## src/rtl/mvm_accum.sv

```systemverilog
// Result-side collector for the dot8 pipeline: sums NUM_CHUNKS partial results per element,
// tags each element with its row index, and queues it in a first-word-fall-through FIFO.
module mvm_accum #(
  parameter int IWIDTH     = 32,
  parameter int OWIDTH     = 32,
  parameter int NUM_CHUNKS = 4,
  parameter int NUM_ROWS   = 8,
  parameter int FIFO_DEPTH = 8,
  parameter int SLACK      = 6,
  localparam int ROW_W     = (NUM_ROWS > 1) ? $clog2(NUM_ROWS) : 1,
  localparam int CHUNK_W   = (NUM_CHUNKS > 1) ? $clog2(NUM_CHUNKS) : 1,
  localparam int PTR_W     = $clog2(FIFO_DEPTH),
  localparam int ENT_W     = OWIDTH + ROW_W + 1
) (
  input  logic                     clk,
  input  logic                     rst,
  input  logic signed [IWIDTH-1:0] i_result,
  input  logic                     i_valid,
  output logic [OWIDTH-1:0]        o_data,
  output logic [ROW_W-1:0]         o_row,
  output logic                     o_last,
  output logic                     o_valid,
  input  logic                     o_ready,
  output logic                     o_stall,
  output logic                     o_err
);

  logic [CHUNK_W-1:0] chunk_q, chunk_d;
  logic [ROW_W-1:0]   row_q, row_d;
  logic [OWIDTH-1:0]  acc_q, acc_d;
  logic [PTR_W-1:0]   wr_ptr_q, rd_ptr_q;
  logic [PTR_W:0]     count_q, count_d;
  logic               err_q;
  logic [ENT_W-1:0]   hold_q;
  logic [ENT_W-1:0]   mem_q [FIFO_DEPTH];

  logic signed [OWIDTH-1:0] ext;
  logic [OWIDTH-1:0]        sum;
  logic                     last_chunk, last_row, push, pop, full, wr_en;
  logic [ENT_W-1:0]         head, wr_entry;

  assign ext        = OWIDTH'(i_result);
  assign last_chunk = (chunk_q == CHUNK_W'(NUM_CHUNKS - 1));
  assign last_row   = (row_q == ROW_W'(NUM_ROWS - 1));
  assign sum        = (chunk_q == '0) ? ext : acc_q + ext;
  assign push       = i_valid & last_chunk;
  assign full       = (count_q == (PTR_W+1)'(FIFO_DEPTH));
  assign pop        = o_valid & o_ready;
  // When full, the write slot is the one being popped this cycle, so push+pop is safe.
  assign wr_en      = push & (~full | pop);
  assign wr_entry   = {sum, row_q, last_row};

  always_comb begin
    chunk_d = chunk_q;
    row_d   = row_q;
    acc_d   = acc_q;
    count_d = count_q;
    if (i_valid) begin
      acc_d = sum;
      if (last_chunk) begin
        chunk_d = '0;
        row_d   = last_row ? '0 : row_q + 1'b1;
      end else begin
        chunk_d = chunk_q + 1'b1;
      end
    end
    case ({wr_en, pop})
      2'b10:   count_d = count_q + 1'b1;
      2'b01:   count_d = count_q - 1'b1;
      default: count_d = count_q;
    endcase
  end

  always_ff @(posedge clk or negedge rst) begin
    if (!rst) begin
      chunk_q  <= '0;
      row_q    <= '0;
      acc_q    <= '0;
      wr_ptr_q <= '0;
      rd_ptr_q <= '0;
      count_q  <= '0;
      err_q    <= 1'b0;
      hold_q   <= '0;
    end else begin
      chunk_q <= chunk_d;
      row_q   <= row_d;
      acc_q   <= acc_d;
      count_q <= count_d;
      if (wr_en) wr_ptr_q <= wr_ptr_q + 1'b1;
      if (pop) begin
        rd_ptr_q <= rd_ptr_q + 1'b1;
        hold_q   <= head;
      end
      if (push & ~wr_en) err_q <= 1'b1;
    end
  end

  always_ff @(posedge clk) begin
    if (wr_en) mem_q[wr_ptr_q] <= wr_entry;
  end

  // An empty FIFO presents the most recently popped element so o_data holds steady.
  assign head    = mem_q[rd_ptr_q];
  assign o_valid = (count_q != '0);
  assign {o_data, o_row, o_last} = o_valid ? head : hold_q;
  assign o_stall = (count_q >= (PTR_W+1)'(FIFO_DEPTH - SLACK));
  assign o_err   = err_q;

endmodule

```

## config.mk

```make
export PLATFORM = sky130hd
export DESIGN_NAME = mvm_accum
export DESIGN_NICKNAME = d
export VERILOG_FILES = /design/src/rtl/mvm_accum.sv
export SDC_FILE = /design/constraint.sdc
export NUM_CORES = 1
export LEC_CHECK = 0
export ABC_AREA = 1
export CAP_MARGIN = 5
export CORE_MARGIN = 2
export CORE_UTILIZATION = 25
export CTS_CLUSTER_DIAMETER = 100
export CTS_CLUSTER_SIZE = 24
export DETAILED_ROUTE_END_ITERATION = 12
export GPL_TIMING_DRIVEN = 0
export SLEW_MARGIN = 20
export SYNTH_ARGS = -nofsm -noshare
export SYNTH_HDL_FRONTEND = slang
export SYNTH_SLANG_ARGS = --single-unit
```

## constraint.sdc

```tcl
create_clock -name clk -period 7.38 [get_ports clk]
set_input_delay 1.476 -clock clk [delete_from_list [all_inputs] [get_ports clk]]
set_output_delay 1.476 -clock clk [all_outputs]
set_load 0.01 [all_outputs]
```

==> results.txt <==
- The run finished with clean final reports.
- Area delta synth->final: 15.9%
- Counting instances, the worst hold path has a depth of 2.
- Switching pwr: roughly 3.8 mW
* Cell variety after synth: 40
* Post-synthesis share of cell area spent on xor and xnor gates: 0.00648
* Cell count after synthesis: 1721
- Walking the worst path, the cells encountered are buf_6 > clkbuf_1 > o21ai_0 > o221ai_1 > o21ai_1 > o21ai_0 > clkdlybuf4s50_1.
- The clock passes through at most 3 buffers.
- At the later pin of the worst-skew pair, clock insertion delay measures between 500 and 600 ps.
- Proportion of synthesized area in mux cells: 0.0205
- CTS clock-pin slew for the worst setup and hold paths: roughly 90 ps
- Floorplan die height: between 200 and 300 um
* Clock group share of total power: 0.138
- In this run the critical register-to-register path is launched from chunk_q[0].
- For this run, the total global-route usage over all layers was measured as 0.137.
- In this design, the stage delay of the slowest critical-path cell is 630 ps.
* Sequential share of the synthesized area: 0.612
* Worst-path cell with the longest stage delay: sky130_fd_sc_hd__clkdlybuf4s50_1
- The worst setup path is launched from a flop.
* Fill count: slightly above 7000
- Worst reg-to-reg setup slack: ~4600 ps
- Number of antenna violations at the first check in global routing: 0
- Number of violations reported at the end of detailed-routing iteration 0: ~1200
- Clk sinks: between 300 and 400
- Half-perimeter wire length after detailed placement: around 36 mm
- Cts-stage hold buffer count: 0
- Measured along the x axis, the die boundary spans approximately 270 um.
- Total Negative Setup Slacks: 0 ps
- The share of total power dissipated in combinational logic is 0.498.
* Main combinational cell family by area after synthesis: simple AND/OR/NAND/NOR gates
* Synth Net Count: 1798
- H-tree depth: 1
* Post-Syn Area per Cell: ~10 um^2
- Of the available clock period, the critical path in the final layout requires 0.652.
- TritonCTS built the clock tree.
- The worst hold path terminates at acc_q[23].
- Post-synth EDFFs: ~290
* Net Sw Frac: 0.428
- For this run, asynchronously set or reset flops after synthesis account for 0.226.
* Gp weighted congestion: 0.892
- For the final database, setup skew stands at 25.4 ps.
- Site row count: 97
* Final global-route overflow total: 0
- Required time reported for the critical path endpoint: about 5900 ps
* Cell taking the most area after synthesis: sky130_fd_sc_hd__edfxtp_1
- Wire length of the first global-routing pass: about 75 mm
* Cells taking the most area after synthesis: sky130_fd_sc_hd__edfxtp_1 (49%), sky130_fd_sc_hd__dfrtp_1 (12%), sky130_fd_sc_hd__nand2_1 (8.7%)
* Die Footprint: 72400 um^2
- Final setup fails: 0
* Port Buffer Count: 74
- In this run, synthesis produced a sequential element count of between 300 and 400.
* Max_slew headroom: 0.466
- Sequential power share: 0.364
- Cell area after technology mapping: roughly 18000 um^2
* Number of nets with antenna violations after detailed routing: 0
* Slew Limit Fails: 0
- Most used cell along the critical path: sky130_fd_sc_hd__o21ai_0
* CTS Buf Count: 20
- Hold path start: acc_q[23]
- For this run, the post-layout net count is between 1500 and 2000.
- Max-capacitance violation count: 0
- The internal portion of the total power is slightly above 5 mW.
- For this design the top-level I/O count stands at 75.
- DRC violation count after routing: 0
* Placed Area: approximately 20000 um^2
- Total detailed-routing wirelength: between 40 and 50 mm
- STA classifies the critical path endpoint as an output port.
- Of the total synthesized cell area, the portion taken by full adders, half adders and majority gates is 0.0301.
* Buffers inserted by post-CTS timing repair: 0
* Share of post-route cells with drive strength above 1: 0.0641
* Buffer type at the clock tree root: sky130_fd_sc_hd__clkbuf_16
- Once the clock tree was built, the resizer swapped 0 gates to a different size.
* Class of the worst hold path: reg -> reg
- The pre-antenna-repair detailed-routing pass consisted of 5 iterations.
- Measured in cells, the most critical reg-to-reg path has a length of 7.
- At the pin with the least slew margin, the transition time is between 700 and 800 ps.
* Post-synth top area share: 0.492
- Entering global routing, the biggest net connects 45 pins.
- Of the total synthesized cell area, the portion taken by AND, OR, NAND and NOR gates is 0.170.
- The endpoint identified for the worst register-to-register timing path is mem_q[6][24].
- The hold violation total from the final report is 0.
- Number of vias per cell: approximately 4.6
- Main synth FF type: sky130_fd_sc_hd__edfxtp_1
- During synthesis, Yosys emitted a total of 0 warnings.
- Effective utilization at floorplan: 0.252
* Via count of the first global-routing pass: between 10000 and 15000
* Area of all placed cells without fillers: about 20000 um^2
* Compound-gate portion of the synthesized area: 0.106
- Cell area power density: roughly 430 nW/um^2
- Data on the critical path arrives at its endpoint at between 3000 and 4000 ps.
- Post-route minimum period: about 4800 ps
* Diodes inserted: 0
* Total vias in the final route: ~13000
* Top achievable clock speed: about 0.21 GHz
* RSZ-0062 raised after global routing: false
- Maximum ir drop on the vdd rail: around 190 uV
* Category of the most critical setup path: reg -> out
- Summed over all cells, the static leakage comes to about 7.8 nW.
- In this run the worst path has a maximum fanout of 10.
- Average detailed-routed wire length per instance: about 18 um
- The core region is roughly 70000 um^2.
-- how the worst max path moves through the flow --
stage / depth (start not counted) / end / start / slack, ps
final: 7 / o_data[10] / rd_ptr_q[0] / 2560
after global routing: 7 / o_data[10] / rd_ptr_q[0] / 2380
after CTS: 7 / o_data[9] / rd_ptr_q[0] / 2540
after detailed placement: 7 / mem_q[1][8] / i_result[0] / 3020
after global placement: 6 / mem_q[4][24] / i_valid / 900
after floorplan: 7 / mem_q[0][0] / o_ready / 3270
-- worst max-delay path: cells and delay by family (launching register included) --
family | cells | cell delay (ps)
compound gates | 4 | 1050
flops | 1 | 480
buf+inv | 3 | 1260
-- synth_stat cells, types with 8 or more instances --
cell type,instances
sky130_fd_sc_hd__nand3_1,66
sky130_fd_sc_hd__inv_1,136
sky130_fd_sc_hd__xnor2_1,8
sky130_fd_sc_hd__o32ai_1,36
sky130_fd_sc_hd__clkbuf_1,42
sky130_fd_sc_hd__o21ai_1,57
sky130_fd_sc_hd__dfrtp_1,84
sky130_fd_sc_hd__o21ai_0,136
sky130_fd_sc_hd__ha_1,39
sky130_fd_sc_hd__a21oi_1,23
sky130_fd_sc_hd__or2_2,19
sky130_fd_sc_hd__edfxtp_1,288
sky130_fd_sc_hd__o221ai_1,36
sky130_fd_sc_hd__and2_1,14
sky130_fd_sc_hd__nor2_1,199
sky130_fd_sc_hd__mux2i_1,36
sky130_fd_sc_hd__nand2_1,406
sky130_fd_sc_hd__a31oi_1,10
sky130_fd_sc_hd__buf_2,22
-- registers in the layout, summed over array words and instances (netlist names) --
| register | flops |
|---|---|
| o_err | 1 |
| mem_q | 288 |
| count_q | 4 |
| acc_q | 32 |
| hold_q | 36 |
| row_q | 3 |
| rd_ptr_q | 3 |
| wr_ptr_q | 3 |
| chunk_q | 2 |
-- power groups by stage --
stage          clock [mW]  combinational (mW)  sequential [mW]
3_5_place_dp            0                4.40             3.26
3_3_place_gp            0                4.27             3.25
6_report             1.22                4.39             3.22
5_1_grt              1.33                4.87             3.25
4_1_cts              1.25                4.41             3.21
2_1_floorplan           0                2.66             3.20
-- area by class of cell --
| type | instances | area (um^2) | share of cell area |
|---|---|---|---|
| Tap cell | 940 | 1180 | 0.0578 |
| Buffer | 80 | 425 | 0.0209 |
| Sequential cell | 372 | 10800 | 0.528 |
| Multi-Input combinational cell | 1130 | 5920 | 0.291 |
| Timing Repair Buffer | 83 | 945 | 0.0464 |
| Clock buffer | 31 | 563 | 0.0277 |
| Inverter | 139 | 524 | 0.0258 |
| Clock inverter | 5 | 48.8 | 0.00240 |
-- metrics by stage --
stage	setup slack (ps)	hold slack [ps]	total power, mW	utilization	cells
2_1_floorplan	3270	453	5.86	-	1721
3_3_place_gp	904	466	7.52	0.279	2735
3_5_place_dp	3020	472	7.66	0.283	2744
4_1_cts	2540	493	8.87	0.292	2780
5_1_grt	2380	512	9.46	0.292	2780
6_report	2560	487	8.82	0.292	2780
-- cell usage in the layout (no fill, tap or decap), drive strengths merged --
master	count
and2	14
inv	140
o21bai	2
o21a	3
a31oi	10
xor2	5
nor2	207
fa	2
o221ai	36
ha	39
nand2	413
dfrtp	84
clkinv	4
buf	48
clkbuf	73
clkdlybuf4s50	73
xnor2	8
or2	20
nor3	4
a21oi	23
o32ai	36
o211ai	3
nand3	71
a21o	2
mux2i	36
nand4	1
edfxtp	288
o21ai	195
-- per-layer routing --
metal / global-route usage / up-vias / wire length [um]
met2: 0.235 / 361 / 23800
met3: 0.0142 / 49 / 2610
met1: 0.187 / 6272 / 22400
met5: 0 / - / 0
met4: 0.0248 / 0 / 733
li1: - / 6113 / -
-- logic make-up (layout without fill, tap and decap cells) --
| logic type | count (synthesis) | count (layout) |
|---|---|---|
| AO/OA/AOI/OAI | 310 | 310 |
| XOR/XNOR | 13 | 13 |
| adder cells (fa/ha/maj) | 41 | 41 |
| buffers and inverters | 219 | 338 |
| flip-flops | 372 | 372 |
| multiplexers | 36 | 36 |
| AND/OR/NAND/NOR | 730 | 730 |
Power figures use the tool's default switching activity.
